**src/rtl/axil_master_arbiter.sv**
```systemverilog
// axil_master_arbiter
// Two-requester AXI4-Lite arbiter in front of one shared AXI-Lite master port.
// One transaction is in flight at a time. Grants are round-robin between s0 and s1.
// Request channels are captured into registers, so the master sees them one cycle
// after the grant. Response channels are combinational pass-throughs to the
// granted requester.
//
// Ports
//   clk_i, reset_i        sole clock, synchronous active-high reset
//   s{0,1}_axil_aw*/w*    requester write address/data (valid in, ready out)
//   s{0,1}_axil_b*        requester write response (valid/resp out, ready in)
//   s{0,1}_axil_ar*       requester read address (valid in, ready out)
//   s{0,1}_axil_r*        requester read data (valid/data/resp out, ready in)
//   m_axil_*              shared master port toward the peripheral space
//   busy_o                high whenever the FSM is outside IDLE
//   grant_id_o            requester currently or most recently granted
//
// state  | meaning
// IDLE   | no transaction; arbitrate and accept one request
// W_REQ  | drive captured AW/W to master until both handshake
// W_RESP | pass B channel between master and granted requester
// R_REQ  | drive captured AR to master until handshake
// R_RESP | pass R channel between master and granted requester

module axil_master_arbiter #(
   parameter int addr_width_p = 32,
   parameter int data_width_p = 32
) (
   input  logic                        clk_i,
   input  logic                        reset_i,

   input  logic [addr_width_p-1:0]     s0_axil_awaddr,
   input  logic [2:0]                  s0_axil_awprot,
   input  logic                        s0_axil_awvalid,
   output logic                        s0_axil_awready,
   input  logic [data_width_p-1:0]     s0_axil_wdata,
   input  logic [data_width_p/8-1:0]   s0_axil_wstrb,
   input  logic                        s0_axil_wvalid,
   output logic                        s0_axil_wready,
   output logic [1:0]                  s0_axil_bresp,
   output logic                        s0_axil_bvalid,
   input  logic                        s0_axil_bready,
   input  logic [addr_width_p-1:0]     s0_axil_araddr,
   input  logic [2:0]                  s0_axil_arprot,
   input  logic                        s0_axil_arvalid,
   output logic                        s0_axil_arready,
   output logic [data_width_p-1:0]     s0_axil_rdata,
   output logic [1:0]                  s0_axil_rresp,
   output logic                        s0_axil_rvalid,
   input  logic                        s0_axil_rready,

   input  logic [addr_width_p-1:0]     s1_axil_awaddr,
   input  logic [2:0]                  s1_axil_awprot,
   input  logic                        s1_axil_awvalid,
   output logic                        s1_axil_awready,
   input  logic [data_width_p-1:0]     s1_axil_wdata,
   input  logic [data_width_p/8-1:0]   s1_axil_wstrb,
   input  logic                        s1_axil_wvalid,
   output logic                        s1_axil_wready,
   output logic [1:0]                  s1_axil_bresp,
   output logic                        s1_axil_bvalid,
   input  logic                        s1_axil_bready,
   input  logic [addr_width_p-1:0]     s1_axil_araddr,
   input  logic [2:0]                  s1_axil_arprot,
   input  logic                        s1_axil_arvalid,
   output logic                        s1_axil_arready,
   output logic [data_width_p-1:0]     s1_axil_rdata,
   output logic [1:0]                  s1_axil_rresp,
   output logic                        s1_axil_rvalid,
   input  logic                        s1_axil_rready,

   output logic [addr_width_p-1:0]     m_axil_awaddr,
   output logic [2:0]                  m_axil_awprot,
   output logic                        m_axil_awvalid,
   input  logic                        m_axil_awready,
   output logic [data_width_p-1:0]     m_axil_wdata,
   output logic [data_width_p/8-1:0]   m_axil_wstrb,
   output logic                        m_axil_wvalid,
   input  logic                        m_axil_wready,
   input  logic [1:0]                  m_axil_bresp,
   input  logic                        m_axil_bvalid,
   output logic                        m_axil_bready,
   output logic [addr_width_p-1:0]     m_axil_araddr,
   output logic [2:0]                  m_axil_arprot,
   output logic                        m_axil_arvalid,
   input  logic                        m_axil_arready,
   input  logic [data_width_p-1:0]     m_axil_rdata,
   input  logic [1:0]                  m_axil_rresp,
   input  logic                        m_axil_rvalid,
   output logic                        m_axil_rready,

   output logic                        busy_o,
   output logic                        grant_id_o
);

   typedef enum logic [2:0] {
      IDLE   = 3'd0,
      W_REQ  = 3'd1,
      W_RESP = 3'd2,
      R_REQ  = 3'd3,
      R_RESP = 3'd4
   } state_e;

   state_e                      state_q, state_n;
   logic                        ptr_q;
   logic                        grant_q;
   logic                        aw_done_q;
   logic                        w_done_q;
   logic [addr_width_p-1:0]     addr_q;
   logic [2:0]                  prot_q;
   logic [data_width_p-1:0]     wdata_q;
   logic [data_width_p/8-1:0]   wstrb_q;

   logic [1:0] w_elig;
   logic [1:0] r_elig;
   logic [1:0] elig;
   logic       winner;
   logic       grant_v;
   logic       grant_write;
   logic       aw_fin;
   logic       w_fin;

   // Arbitration: write beats read inside a requester; the pointer only
   // matters when both requesters have something to offer.
   assign w_elig = {s1_axil_awvalid & s1_axil_wvalid, s0_axil_awvalid & s0_axil_wvalid};
   assign r_elig = {s1_axil_arvalid, s0_axil_arvalid};
   assign elig   = w_elig | r_elig;

   always_comb begin
      winner = 1'b0;
      if (elig == 2'b11) winner = ptr_q;
      else               winner = elig[1];
   end

   // Reset gates the grant so no requester sees a handshake that the
   // register reset would immediately discard.
   assign grant_v     = (state_q == IDLE) && (elig != 2'b00) && !reset_i;
   assign grant_write = w_elig[winner];

   assign aw_fin = aw_done_q | (m_axil_awvalid & m_axil_awready);
   assign w_fin  = w_done_q  | (m_axil_wvalid  & m_axil_wready);

   // Captured request fields; AW and AR share one address/prot register
   // since only one transaction is ever outstanding.
   assign m_axil_awaddr = addr_q;
   assign m_axil_awprot = prot_q;
   assign m_axil_araddr = addr_q;
   assign m_axil_arprot = prot_q;
   assign m_axil_wdata  = wdata_q;
   assign m_axil_wstrb  = wstrb_q;

   // Response payloads fan out unconditionally; only the valids are steered.
   assign s0_axil_bresp = m_axil_bresp;
   assign s1_axil_bresp = m_axil_bresp;
   assign s0_axil_rdata = m_axil_rdata;
   assign s1_axil_rdata = m_axil_rdata;
   assign s0_axil_rresp = m_axil_rresp;
   assign s1_axil_rresp = m_axil_rresp;

   assign busy_o     = (state_q != IDLE);
   assign grant_id_o = grant_q;

   always_ff @(posedge clk_i) begin
      if (reset_i) begin
         state_q   <= IDLE;
         ptr_q     <= 1'b0;
         grant_q   <= 1'b0;
         aw_done_q <= 1'b0;
         w_done_q  <= 1'b0;
         addr_q    <= '0;
         prot_q    <= '0;
         wdata_q   <= '0;
         wstrb_q   <= '0;
      end else begin
         state_q <= state_n;
         if (grant_v) begin
            grant_q   <= winner;
            ptr_q     <= ~winner;
            aw_done_q <= 1'b0;
            w_done_q  <= 1'b0;
            if (grant_write) begin
               addr_q  <= winner ? s1_axil_awaddr : s0_axil_awaddr;
               prot_q  <= winner ? s1_axil_awprot : s0_axil_awprot;
               wdata_q <= winner ? s1_axil_wdata  : s0_axil_wdata;
               wstrb_q <= winner ? s1_axil_wstrb  : s0_axil_wstrb;
            end else begin
               addr_q  <= winner ? s1_axil_araddr : s0_axil_araddr;
               prot_q  <= winner ? s1_axil_arprot : s0_axil_arprot;
            end
         end else if (state_q == W_REQ) begin
            aw_done_q <= aw_fin;
            w_done_q  <= w_fin;
         end
      end
   end

   always_comb begin
      state_n = state_q;
      case (state_q)
         IDLE:    if (grant_v) state_n = grant_write ? W_REQ : R_REQ;
         W_REQ:   if (aw_fin && w_fin) state_n = W_RESP;
         W_RESP:  if (m_axil_bvalid && m_axil_bready) state_n = IDLE;
         R_REQ:   if (m_axil_arready) state_n = R_RESP;
         R_RESP:  if (m_axil_rvalid && m_axil_rready) state_n = IDLE;
         default: state_n = IDLE;
      endcase
   end

   always_comb begin
      s0_axil_awready = 1'b0;
      s0_axil_wready  = 1'b0;
      s0_axil_arready = 1'b0;
      s0_axil_bvalid  = 1'b0;
      s0_axil_rvalid  = 1'b0;
      s1_axil_awready = 1'b0;
      s1_axil_wready  = 1'b0;
      s1_axil_arready = 1'b0;
      s1_axil_bvalid  = 1'b0;
      s1_axil_rvalid  = 1'b0;
      m_axil_awvalid  = 1'b0;
      m_axil_wvalid   = 1'b0;
      m_axil_arvalid  = 1'b0;
      m_axil_bready   = 1'b0;
      m_axil_rready   = 1'b0;
      case (state_q)
         IDLE: begin
            if (grant_v) begin
               if (grant_write) begin
                  if (winner) begin
                     s1_axil_awready = 1'b1;
                     s1_axil_wready  = 1'b1;
                  end else begin
                     s0_axil_awready = 1'b1;
                     s0_axil_wready  = 1'b1;
                  end
               end else begin
                  if (winner) s1_axil_arready = 1'b1;
                  else        s0_axil_arready = 1'b1;
               end
            end
         end
         W_REQ: begin
            m_axil_awvalid = ~aw_done_q;
            m_axil_wvalid  = ~w_done_q;
         end
         W_RESP: begin
            m_axil_bready = grant_q ? s1_axil_bready : s0_axil_bready;
            if (grant_q) s1_axil_bvalid = m_axil_bvalid;
            else         s0_axil_bvalid = m_axil_bvalid;
         end
         R_REQ: begin
            m_axil_arvalid = 1'b1;
         end
         R_RESP: begin
            m_axil_rready = grant_q ? s1_axil_rready : s0_axil_rready;
            if (grant_q) s1_axil_rvalid = m_axil_rvalid;
            else         s0_axil_rvalid = m_axil_rvalid;
         end
         default: ;
      endcase
   end

endmodule

```
**config.mk**
```make
export PLATFORM = sky130hd
export DESIGN_NAME = axil_master_arbiter
export DESIGN_NICKNAME = d
export VERILOG_FILES = /design/src/rtl/axil_master_arbiter.sv
export SDC_FILE = /design/constraint.sdc
export NUM_CORES = 1
export LEC_CHECK = 0
export ABC_CLOCK_PERIOD_IN_PS = 3100
export BUFFER_PORTS_ARGS = -buffer_cell sky130_fd_sc_hd__buf_2
export CORE_AREA = 2 2 176 178
export DETAILED_ROUTE_END_ITERATION = 16
export DIE_AREA = 0 0 178 180
export PLACE_DENSITY_LB_ADDON = 0.15
export SYNTH_ARGS = -nofsm -noshare
export SYNTH_HDL_FRONTEND = slang
export SYNTH_SLANG_ARGS = --single-unit
```
**constraint.sdc**
```tcl
create_clock -name clk_i -period 3.1 [get_ports clk_i]
set_clock_uncertainty 0.2 [all_clocks]
set_input_delay 0.93 -clock clk_i [delete_from_list [all_inputs] [get_ports clk_i]]
set_output_delay 0.93 -clock clk_i [all_outputs]
set_load 0.01 [all_outputs]
```
==> results.yml <==
detailed_routing:
  drt_iter0_drc: 80
  wl_per_cell_um: 14.7
  drtAntennaViolNets: 0
  routed_via_density: 3.97
  dr.pass1.iters: 4
  drc_errors: 0
  vias: 4793
  wl_um: 17700
place:
  dpl_cell_area_um2: 6560
  io_buffers: 351
  dpl_worst_slack_ns: 0.0394
  dp_hpwl_um: 13700
  place_congestion: 0.726
  post-place-cells: 1190
pwr:
  internal_power_mw: 2.45
  pwr-share-comb_pct: 38.5
  p_switching_mw: 1.43
  p_leak_nw: 3.76
  p_sw_share_pct: 36.9
  seq_power_share_pct: 33.7
  p_per_area_nw_per_um2: 564
  vdd_ir_drop_max_v: 0.000250
  fin_total_pwr_mw: 3.88
  pwr-share-clk_pct: 27.8
grt:
  antenna_found_initial: 0
  grt_pass1_vias: 4749
  grt_pass1_wl_um: 26200
  grtUsageTotal_pct: 10.5
  gr-total-overflow: 0
  grt_max_degree: 45
timing:
  fmax_mhz: 332
  finalCriticalPeriod_ns: 3.01
  whs_ns: 0.274
  min_period_over_period_pct: 97.2
  grt_setup_unrepaired: "true"
  setup_tns_ns: 0
  layout_setup_ws_ns: 0.0859
  setup_viol: 0
  maxSlewViolCount: 0
  slew_headroom_pct: 62.5
  final-hold-violation-count: 0
  tightestPinTransition_ns: 0.562
outcome:
  status: "completed"
yosys:
  ys_types: 40
  syn-instance-count: 564
  yosysWarnings: 0
  synth.cell_area_um2: 4990
  syn_nets: 829
  synth.yosys.seq_area_share_pct: 31.3
  avgSynthCellArea_um2: 8.85
  ys_seq_elements: 78
die:
  fp.dieW_um: 178
  initial_core_util_pct: 16.5
  design.core.area_um2: 30200
  die_area_um2: 32000
  num_io_pins: 460
  rows: 64
  die_y_um: 180
clock_network:
  htreeDepth: 3
  clock-sinks: 78
  cts_tree: "done"
  path_clk_slew_ns: 0.07
  cts-root-buf: "clkbuf_16"
  clk_path_buf_depth: 2
  ctsHoldBuffers: 0
  clock_latency_ns: 0.34
  cts-buffers-inserted: 9
critical_path:
  crit_path_end_kind: "output pin"
  start_kind: "primary input"
  worstPathMaxFanout: 5
  arrival_ns: 1.88
  regToRegSetupSlack_ns: 0.73
  required_ns: 1.97
  crit_type: "primary input to output pin"
finish:
  post-route-util_pct: 22.8
  fillers: 3419
  fin_area_um2: 6870
  fin_nets: 1070
  diodes: 0
  synthToLayoutAreaGrowth_pct: 37.6
  fin_cells: 1206
  drive_above_1_share_pct: 53.0
worst_hold_path:
  hold_class: "flip-flop to flip-flop"
run:
  maxCapViolations: 0
placed cells by master (no fill, tap or decap), drive strengths merged, types with 3 or more instances in the layout:
master	Yosys	routed
a311oi	22	22
o22ai	31	31
a21o	31	31
a31oi	3	3
a21oi	6	6
nor3	5	5
mux2i	80	80
dfxtp	78	78
a22oi	4	4
nand3	17	17
nor2	35	35
mux2	7	7
inv	3	7
and2	3	3
nand2	50	50
nor4	3	3
buf	130	378
clkbuf	18	9
o21ai	20	20
flip-flops by register name (all words and copies together) (netlist names):
name	cells
m_axil_araddr	32
m_axil_wdata	32
m_axil_wstrb	4
m_axil_arprot	3
state_q	3
aw_done_q	1
grant_id_o	1
ptr_q	1
w_done_q	1
path summary, 6_finish.rpt:
path | start | to | cells past startpoint
setup / recovery | s1_axil_awvalid | s0_axil_arready | 5
hold / removal | m_axil_araddr[30] | m_axil_araddr[30] | 1
setup reg to reg | state_q[2] | state_q[1] | 7
hold reg to reg | m_axil_araddr[30] | m_axil_araddr[30] | 1
layout make-up:
cell class	instances	area [µm²]	area share [%]
clock inverter	7	65.1	0.947
clock buffer	9	225	3.28
multi-input combinational	335	2450	35.7
timing repair buffer	378	2060	30.0
tap	396	495	7.21
inverter	3	11.3	0.164
sequential	78	1560	22.7
critical path: stages:
cell and delay [ns]:
buf_2 0.11, a21oi_4 0.08, a211o_1 0.32, nor4_1 0.26, buf_2 0.17
power groups by stage:
stage	sequential [mW]	combinational [mW]	clock (mW)
final	1.31	1.49	1.08
after global routing	1.33	1.65	1.19
after CTS	1.31	1.53	1.15
after detailed placement	1.33	1.52	0
after global placement	1.33	1.53	0
after floorplan	1.38	0.990	0
repair_timing:
item | in CTS | in global routing
resized for setup | 2 | 1
pin swaps | 0 | 0
setup buffers | 0 | 0
endpoints found under the setup margin | 2 | 1
metal layers:
metal  up-vias  part of all wire (%)  GRT usage [%]
met5         -                     0              0
met4         0                   1.5           3.18
met3        24                   7.8           2.83
met2       213                    51           18.8
met1      2178                    40           11.9
li1       2378                     -              -
synthesized netlist by cell type:
cell | n | area, µm²
inv_1 | 3 | 11.3
a21oi_2 | 3 | 26.3
buf_2 | 14 | 70.1
buf_1 | 1 | 3.75
mux2i_1 | 80 | 801
and3_1 | 2 | 12.5
o22ai_1 | 31 | 194
clkbuf_1 | 18 | 67.6
a21o_1 | 31 | 233
and2_1 | 3 | 18.8
nor2b_1 | 2 | 12.5
o21ai_1 | 5 | 25.0
nor2_1 | 35 | 131
nand3b_1 | 1 | 7.51
a211o_1 | 1 | 8.76
nand2b_1 | 2 | 12.5
nand3_1 | 17 | 85.1
nand2_1 | 50 | 188
a41oi_1 | 1 | 8.76
o21ai_0 | 15 | 75.1
mux2_1 | 1 | 11.3
a31oi_1 | 3 | 18.8
mux2_2 | 6 | 67.6
a311oi_1 | 4 | 35.0
nor3b_1 | 1 | 7.51
dfxtp_1 | 78 | 1560
a311oi_2 | 18 | 270
a22oi_1 | 4 | 30.0
nor4b_1 | 1 | 8.76
buf_6 | 2 | 22.5
o21bai_1 | 2 | 15.0
a211oi_1 | 1 | 7.51
a2111oi_0 | 1 | 8.76
a32oi_1 | 1 | 8.76
a21oi_1 | 3 | 15.0
a211oi_2 | 1 | 12.5
nor3_1 | 5 | 25.0
buf_4 | 113 | 848
or3_1 | 1 | 6.26
nor4_1 | 3 | 18.8
kinds of logic (layout without fill, tap and decap cells):
kind of cell,count (synthesis),in the layout,synth area share (%)
flops,78,78,31.3
buf+inv,151,397,20.5
compound gates,125,125,19.9
simple gates,123,123,10.7
mux,87,87,17.6
Note: power is estimated with default switching activity, not from simulation.
